--- config.mk ---
export PLATFORM = sky130hd
export DESIGN_NAME = wptr_full_ctrl_flat
export DESIGN_NICKNAME = d
export VERILOG_FILES = /design/src/rtl/fifo_pkg.sv /design/src/rtl/wptr_full_ctrl_if.sv /design/src/rtl/sync_r2w.sv /design/src/rtl/wptr_full_ctrl.sv /design/src/flat_wrapper.sv
export SDC_FILE = /design/constraint.sdc
export NUM_CORES = 1
export LEC_CHECK = 0
export ABC_AREA = 0
export ABC_CLOCK_PERIOD_IN_PS = 5200
export CORE_ASPECT_RATIO = 0.9
export CORE_MARGIN = 2
export CORE_UTILIZATION = 29
export CTS_BUF_LIST = sky130_fd_sc_hd__clkbuf_4
export DETAILED_ROUTE_END_ITERATION = 10
export DONT_BUFFER_PORTS = 1
export PLACE_DENSITY = 0.48
export SLEW_MARGIN = 20
export SYNTH_ARGS = -nofsm -noshare
export SYNTH_HDL_FRONTEND = slang
export SYNTH_SLANG_ARGS = --single-unit
--- constraint.sdc ---
create_clock -name wclk -period 5.2 [get_ports wclk]
set_input_delay 1.04 -clock wclk [delete_from_list [all_inputs] [get_ports wclk]]
set_output_delay 1.04 -clock wclk [all_outputs]
set_load 0.02 [all_outputs]
--- src/rtl/fifo_pkg.sv ---
// Shared definitions for both pointer-control halves of the asynchronous FIFO.
// The Gray helpers run at a fixed 32-bit width; callers zero-extend and truncate.
package fifo_pkg;

  localparam int ADDR_SIZE_DEFAULT   = 4;
  localparam int AFULL_LEVEL_DEFAULT = 12;
  localparam int PTR_MAX             = 32;

  function automatic logic [PTR_MAX-1:0] bin2gray(input logic [PTR_MAX-1:0] bin);
    return (bin >> 1) ^ bin;
  endfunction

  // Zero upper bits stay zero, so a zero-extended Gray value decodes correctly.
  function automatic logic [PTR_MAX-1:0] gray2bin(input logic [PTR_MAX-1:0] gray);
    logic [PTR_MAX-1:0] bin;
    bin[PTR_MAX-1] = gray[PTR_MAX-1];
    for (int i = PTR_MAX - 2; i >= 0; i--) begin
      bin[i] = bin[i+1] ^ gray[i];
    end
    return bin;
  endfunction

endpackage

--- src/rtl/wptr_full_ctrl_if.sv ---
// Write-side FIFO control bundle: producer request, synchronized-in read pointer,
// and the memory write port / status outputs.
interface wptr_full_ctrl_if
  import fifo_pkg::*;
#(
  parameter int ADDR_SIZE = ADDR_SIZE_DEFAULT
);

  logic                 winc;
  logic [ADDR_SIZE:0]   rptr_gray;
  logic [ADDR_SIZE-1:0] waddr;
  logic                 wclk_en;
  logic [ADDR_SIZE:0]   wptr;
  logic                 wfull;
  logic                 walmost_full;
  logic [ADDR_SIZE:0]   wcount;

  modport master (
    output winc, rptr_gray,
    input  waddr, wclk_en, wptr, wfull, walmost_full, wcount
  );

  modport slave (
    input  winc, rptr_gray,
    output waddr, wclk_en, wptr, wfull, walmost_full, wcount
  );

endinterface

--- src/rtl/sync_r2w.sv ---
// Two-flop synchronizer for a Gray-coded pointer crossing into the local clock.
// Clock-agnostic so the read side can reuse it with the clocks swapped.
module sync_r2w #(
  parameter int WIDTH = 5
) (
  input  logic             clk,
  input  logic             rst,
  input  logic [WIDTH-1:0] d,
  output logic [WIDTH-1:0] q
);

  logic [WIDTH-1:0] q1;

  always_ff @(posedge clk or posedge rst) begin
    if (rst) begin
      q1 <= '0;
      q  <= '0;
    end else begin
      q1 <= d;
      q  <= q1;
    end
  end

endmodule

--- src/rtl/wptr_full_ctrl.sv ---
// Write-domain pointer, full/almost-full flags and occupancy for the async FIFO.
// Flags use the twice-synchronized read pointer, so they may lag but never under-report.
module wptr_full_ctrl
  import fifo_pkg::*;
#(
  parameter int ADDR_SIZE   = ADDR_SIZE_DEFAULT,
  parameter int AFULL_LEVEL = AFULL_LEVEL_DEFAULT
) (
  input logic             wclk,
  input logic             wrst,
  wptr_full_ctrl_if.slave bus
);

  localparam int PW = ADDR_SIZE + 1;
  // Full when the Gray pointers differ only in their top two bits.
  localparam logic [PW-1:0] FULL_MASK = {2'b11, {(ADDR_SIZE-1){1'b0}}};

  logic [PW-1:0] wbin;
  logic [PW-1:0] wgray;
  logic [PW-1:0] wbinnext;
  logic [PW-1:0] wgraynext;
  logic [PW-1:0] rq2;
  logic [PW-1:0] rbin_sync;
  logic [PW-1:0] count_next;
  logic          full_next;
  logic          afull_next;
  logic          wen;
  logic          wfull_q;
  logic          walmost_full_q;
  logic [PW-1:0] wcount_q;

  sync_r2w #(
    .WIDTH (PW)
  ) u_sync_r2w (
    .clk (wclk),
    .rst (wrst),
    .d   (bus.rptr_gray),
    .q   (rq2)
  );

  assign wen        = bus.winc & ~wfull_q;
  assign wbinnext   = wbin + PW'(wen);
  assign wgraynext  = PW'(bin2gray(PTR_MAX'(wbinnext)));
  assign rbin_sync  = PW'(gray2bin(PTR_MAX'(rq2)));
  assign count_next = wbinnext - rbin_sync;
  assign full_next  = (wgraynext == (rq2 ^ FULL_MASK));
  assign afull_next = (PTR_MAX'(count_next) >= PTR_MAX'(AFULL_LEVEL));

  always_ff @(posedge wclk or posedge wrst) begin
    if (wrst) begin
      wbin           <= '0;
      wgray          <= '0;
      wfull_q        <= 1'b0;
      walmost_full_q <= 1'b0;
      wcount_q       <= '0;
    end else begin
      wbin           <= wbinnext;
      wgray          <= wgraynext;
      wfull_q        <= full_next;
      walmost_full_q <= afull_next;
      wcount_q       <= count_next;
    end
  end

  assign bus.waddr        = wbin[ADDR_SIZE-1:0];
  assign bus.wclk_en      = wen;
  assign bus.wptr         = wgray;
  assign bus.wfull        = wfull_q;
  assign bus.walmost_full = walmost_full_q;
  assign bus.wcount       = wcount_q;

endmodule
--- src/flat_wrapper.sv ---
// flat-port wrapper written by rule: the top's interface ports become plain ports
module wptr_full_ctrl_flat import fifo_pkg::*;
#(
  parameter int ADDR_SIZE   = ADDR_SIZE_DEFAULT,
  parameter int AFULL_LEVEL = AFULL_LEVEL_DEFAULT
)
  (wclk, wrst, bus_winc, bus_rptr_gray, bus_waddr, bus_wclk_en, bus_wptr, bus_wfull, bus_walmost_full, bus_wcount);
  wptr_full_ctrl_if #(.ADDR_SIZE(ADDR_SIZE)) bus_i ();
  input logic wclk;
  input logic wrst;
  input wire logic [$bits(bus_i.winc)-1:0] bus_winc;
  input wire logic [$bits(bus_i.rptr_gray)-1:0] bus_rptr_gray;
  output wire logic [$bits(bus_i.waddr)-1:0] bus_waddr;
  output wire logic [$bits(bus_i.wclk_en)-1:0] bus_wclk_en;
  output wire logic [$bits(bus_i.wptr)-1:0] bus_wptr;
  output wire logic [$bits(bus_i.wfull)-1:0] bus_wfull;
  output wire logic [$bits(bus_i.walmost_full)-1:0] bus_walmost_full;
  output wire logic [$bits(bus_i.wcount)-1:0] bus_wcount;
  assign bus_i.winc = bus_winc;
  assign bus_i.rptr_gray = bus_rptr_gray;
  assign bus_waddr = bus_i.waddr;
  assign bus_wclk_en = bus_i.wclk_en;
  assign bus_wptr = bus_i.wptr;
  assign bus_wfull = bus_i.wfull;
  assign bus_walmost_full = bus_i.walmost_full;
  assign bus_wcount = bus_i.wcount;
  wptr_full_ctrl #(.ADDR_SIZE(ADDR_SIZE), .AFULL_LEVEL(AFULL_LEVEL)) u_core (.wclk(wclk), .wrst(wrst), .bus(bus_i));
endmodule
==> qor.yml <==
status: "completed"
pre_cts_ws_ps: 1310
nets: 106
clk_pin_slew_worst_paths_ps: 130
die_h_um: 64.1
vias_per_cell: 4.46
slew_headroom: 0.380
antenna_left: 0
finalClockSkew_ps: 1.45
wire_per_inst_um: 13.8
clock_latency_ps: 310
ctsHoldBuffers: 0
die_area_mm2: 0.00453
yosys.area.top_type: "dfrtp_1"
crit_chain: "nor2b_1 > ha_1 > ha_1 > xor2_2 > ha_1 > nor2b_1 > o21ai_0 > a21oi_1 > or4b_1"
holdPathStages: 0
drtIter0Drc: 12
rsz0062_at_grt: "no"
ys_warn_count: 0
worstRegToRegCells: 9
syn_nets: 102
critPathSlowestCell: "or4b_1"
highest_layer: "met4"
areaGrowthSynthToFinish_pct: 6.78
synthDistinctLibCells: 28
antenna_found_initial: 0
cp_top_family: "simple AND/OR/NAND/NOR gates"
hold-worst-slack_ps: 365
regToRegStartpoint: "u_core.bus.wfull"
cellPowerDensity_mw_per_mm2: 735
worstMarginPinSlew_ps: 925
synth_top_area_frac: 0.560
vdd.ir_drop.worst_v: 0.000257
placed_area_mm2: 0.00121
worst_path_largest_cell_delay_ps: 530
via_count: 607
min_period_ps: 3540
yosysSeqAreaShare: 0.560
pwr-share-seq: 0.453
ios: 25
cp-end-kind: "flop"
h-tree-depth: 1
syn_inst: 87
dp_hpwl_um: 1390
start_kind: "input port"
cap_violations: 0
setup_viol_count_final: 0
syn-cell-area_mm2: 0.00116
arrival_ps: 3730
cts_made_buffers: 3
cts_root_buf: "clkbuf_4"
routed_wl_um: 1880
clkSinkCount: 26
initial_core_util: 0.307
fp.dieW_um: 70.7
clock.fmax_mhz: 283
drc_errors: 0
row_count: 21
ys_seq_elements: 26
synth_area_leaders: "dfrtp_1, xnor2_1, ha_1"
clockBufferDepth: 2
numPortBuffers: 0
p_int_uw: 499
hold_path.class: "flop to flop"
grt_pass1_wl_um: 2960
stdcell_area_mm2: 0.00124
grt_pass1_vias: 608
gp_congestion: 0.618
path_max_fanout: 6
met2_length_um: 768
syn_avg_cell_area_um2: 13.4
num_antenna_cells: 0
hold_violations: 0
post_cts_buffers: 0
cts_tree: "done"
worstPathRequired_ps: 5400
p_comb_frac: 0.454
hold_end: "u_core.u_sync_r2w.q[4]"
setup_tns_ps: 0
switching_share: 0.453
wl_met1_um: 866
wl_met3_um: 220
crit_path_frequent_cell: "ha_1"
ff2ff_setup_slack_ps: 1880
grt_max_degree: 27
crit_type: "input port to flop"
holdCritStartpoint: "u_core.u_sync_r2w.q1[4]"
clkPwrFrac: 0.093
core_mm2: 0.00378
cts_resized: 0
p_leak_uw: 0.000544
r2r_end: "u_core.bus.walmost_full"
cp.buffers_inverters: 0
dr.pass1.iters: 4
p_sw_uw: 413
slew_violations: 0
fin_crit_sh: 0.680
worst_slack_ps: 1660
track_usage: 0.0868
grt_overflow: 0
final_layout_size_suffix_gt1_frac: 0.122
[worst max-delay path by stage]
stage	slack [ps]	cells after the start	startpoint	end
2_1_floorplan	1600	9	bus_winc	u_core.bus.walmost_full
3_3_place_gp	1410	9	bus_winc	u_core.bus.walmost_full
3_5_place_dp	1310	9	bus_winc	u_core.bus.walmost_full
4_1_cts	1640	9	bus_winc	u_core.bus.walmost_full
5_1_grt	1520	9	bus_winc	u_core.bus.walmost_full
6_report	1660	9	bus_winc	u_core.bus.walmost_full
[cell usage in the layout (no fill, tap or decap)]
cell type / instances
a31oi_1: 1
nand4b_1: 1
xnor2_2: 2
inv_1: 8
xor2_2: 1
a21o_1: 1
fa_1: 1
nand3_1: 3
xor2_1: 6
nand4_1: 1
nor2b_1: 2
ha_1: 6
xnor2_1: 12
or4b_1: 1
a21boi_2: 1
and3_1: 1
a21bo_2: 1
a21oi_1: 2
or2_2: 1
a2111oi_2: 1
clkbuf_4: 3
or3_1: 1
o21ai_0: 1
mux2i_1: 1
nor4_1: 1
clkinv_1: 2
o2bb2ai_1: 1
dfrtp_1: 26
nand3_2: 1
[registers in the layout, summed over array words and instances (netlist names)]
| name | flops |
|---|---|
| u_core.bus.wcount | 5 |
| u_core.u_sync_r2w.q1 | 5 |
| u_core.u_sync_r2w.q | 5 |
| u_core.wbin | 5 |
| u_core.bus.wptr | 4 |
| u_core.bus.walmost_full | 1 |
| u_core.bus.wfull | 1 |
[layout make-up]
type / count / area (um^2)
sequential: 26 / 651
inverter: 9 / 33.8
fill: 407 / 2540
clock buffer: 3 / 22.5
multi-input combinational: 51 / 473
clock inverter: 1 / 3.75
tap: 46 / 57.6
[logic make-up (layout without fill, tap and decap cells)]
logic type      count (synthesis)  in the layout  share of synthesized area
flops                          26             26                      0.560
buf+inv                        10             13                     0.0334
fa+ha+maj                       7              7                     0.0818
simple gates                   13             13                     0.0754
mux                             1              1                    0.00861
xor+xnor                       21             21                      0.178
compound gates                  9              9                     0.0635
[power by group through the flow]
stage	registers [uW]	logic (uW)	clock network [uW]
final	413	414	84.6
after global routing	425	468	99.5
after detailed placement	420	416	0
after CTS	416	424	91.2
after floorplan	399	361	0
after global placement	420	416	0
[layer usage]
metal  GRT usage  up-vias
met3      0.0599        2
met1       0.110      289
met5           0        -
met2       0.120       24
li1            -      292
met4      0.0212        0
[metrics by stage]
step                      instances  total power (uW)   util
after floorplan                  87               760      -
after global placement          132               835  0.321
after detailed placement        132               836  0.321
after CTS                       136               931  0.328
after global routing            136               993  0.328
final                           136               912  0.328
[synth_stat cells (all sizes together)]
cell type  number
a31oi           1
or2             1
nand3           4
fa              1
ha              6
or3             1
and3            1
o2bb2ai         1
xor2            7
nor2b           2
nor4            1
nand4           1
a2111oi         1
a21oi           2
mux2i           1
or4b            1
o21ai           1
dfrtp          26
inv             9
a21bo           1
buf             1
xnor2          14
a21boi          1
a21o            1
nand4b          1
Note: power is estimated with default switching activity, not from simulation.
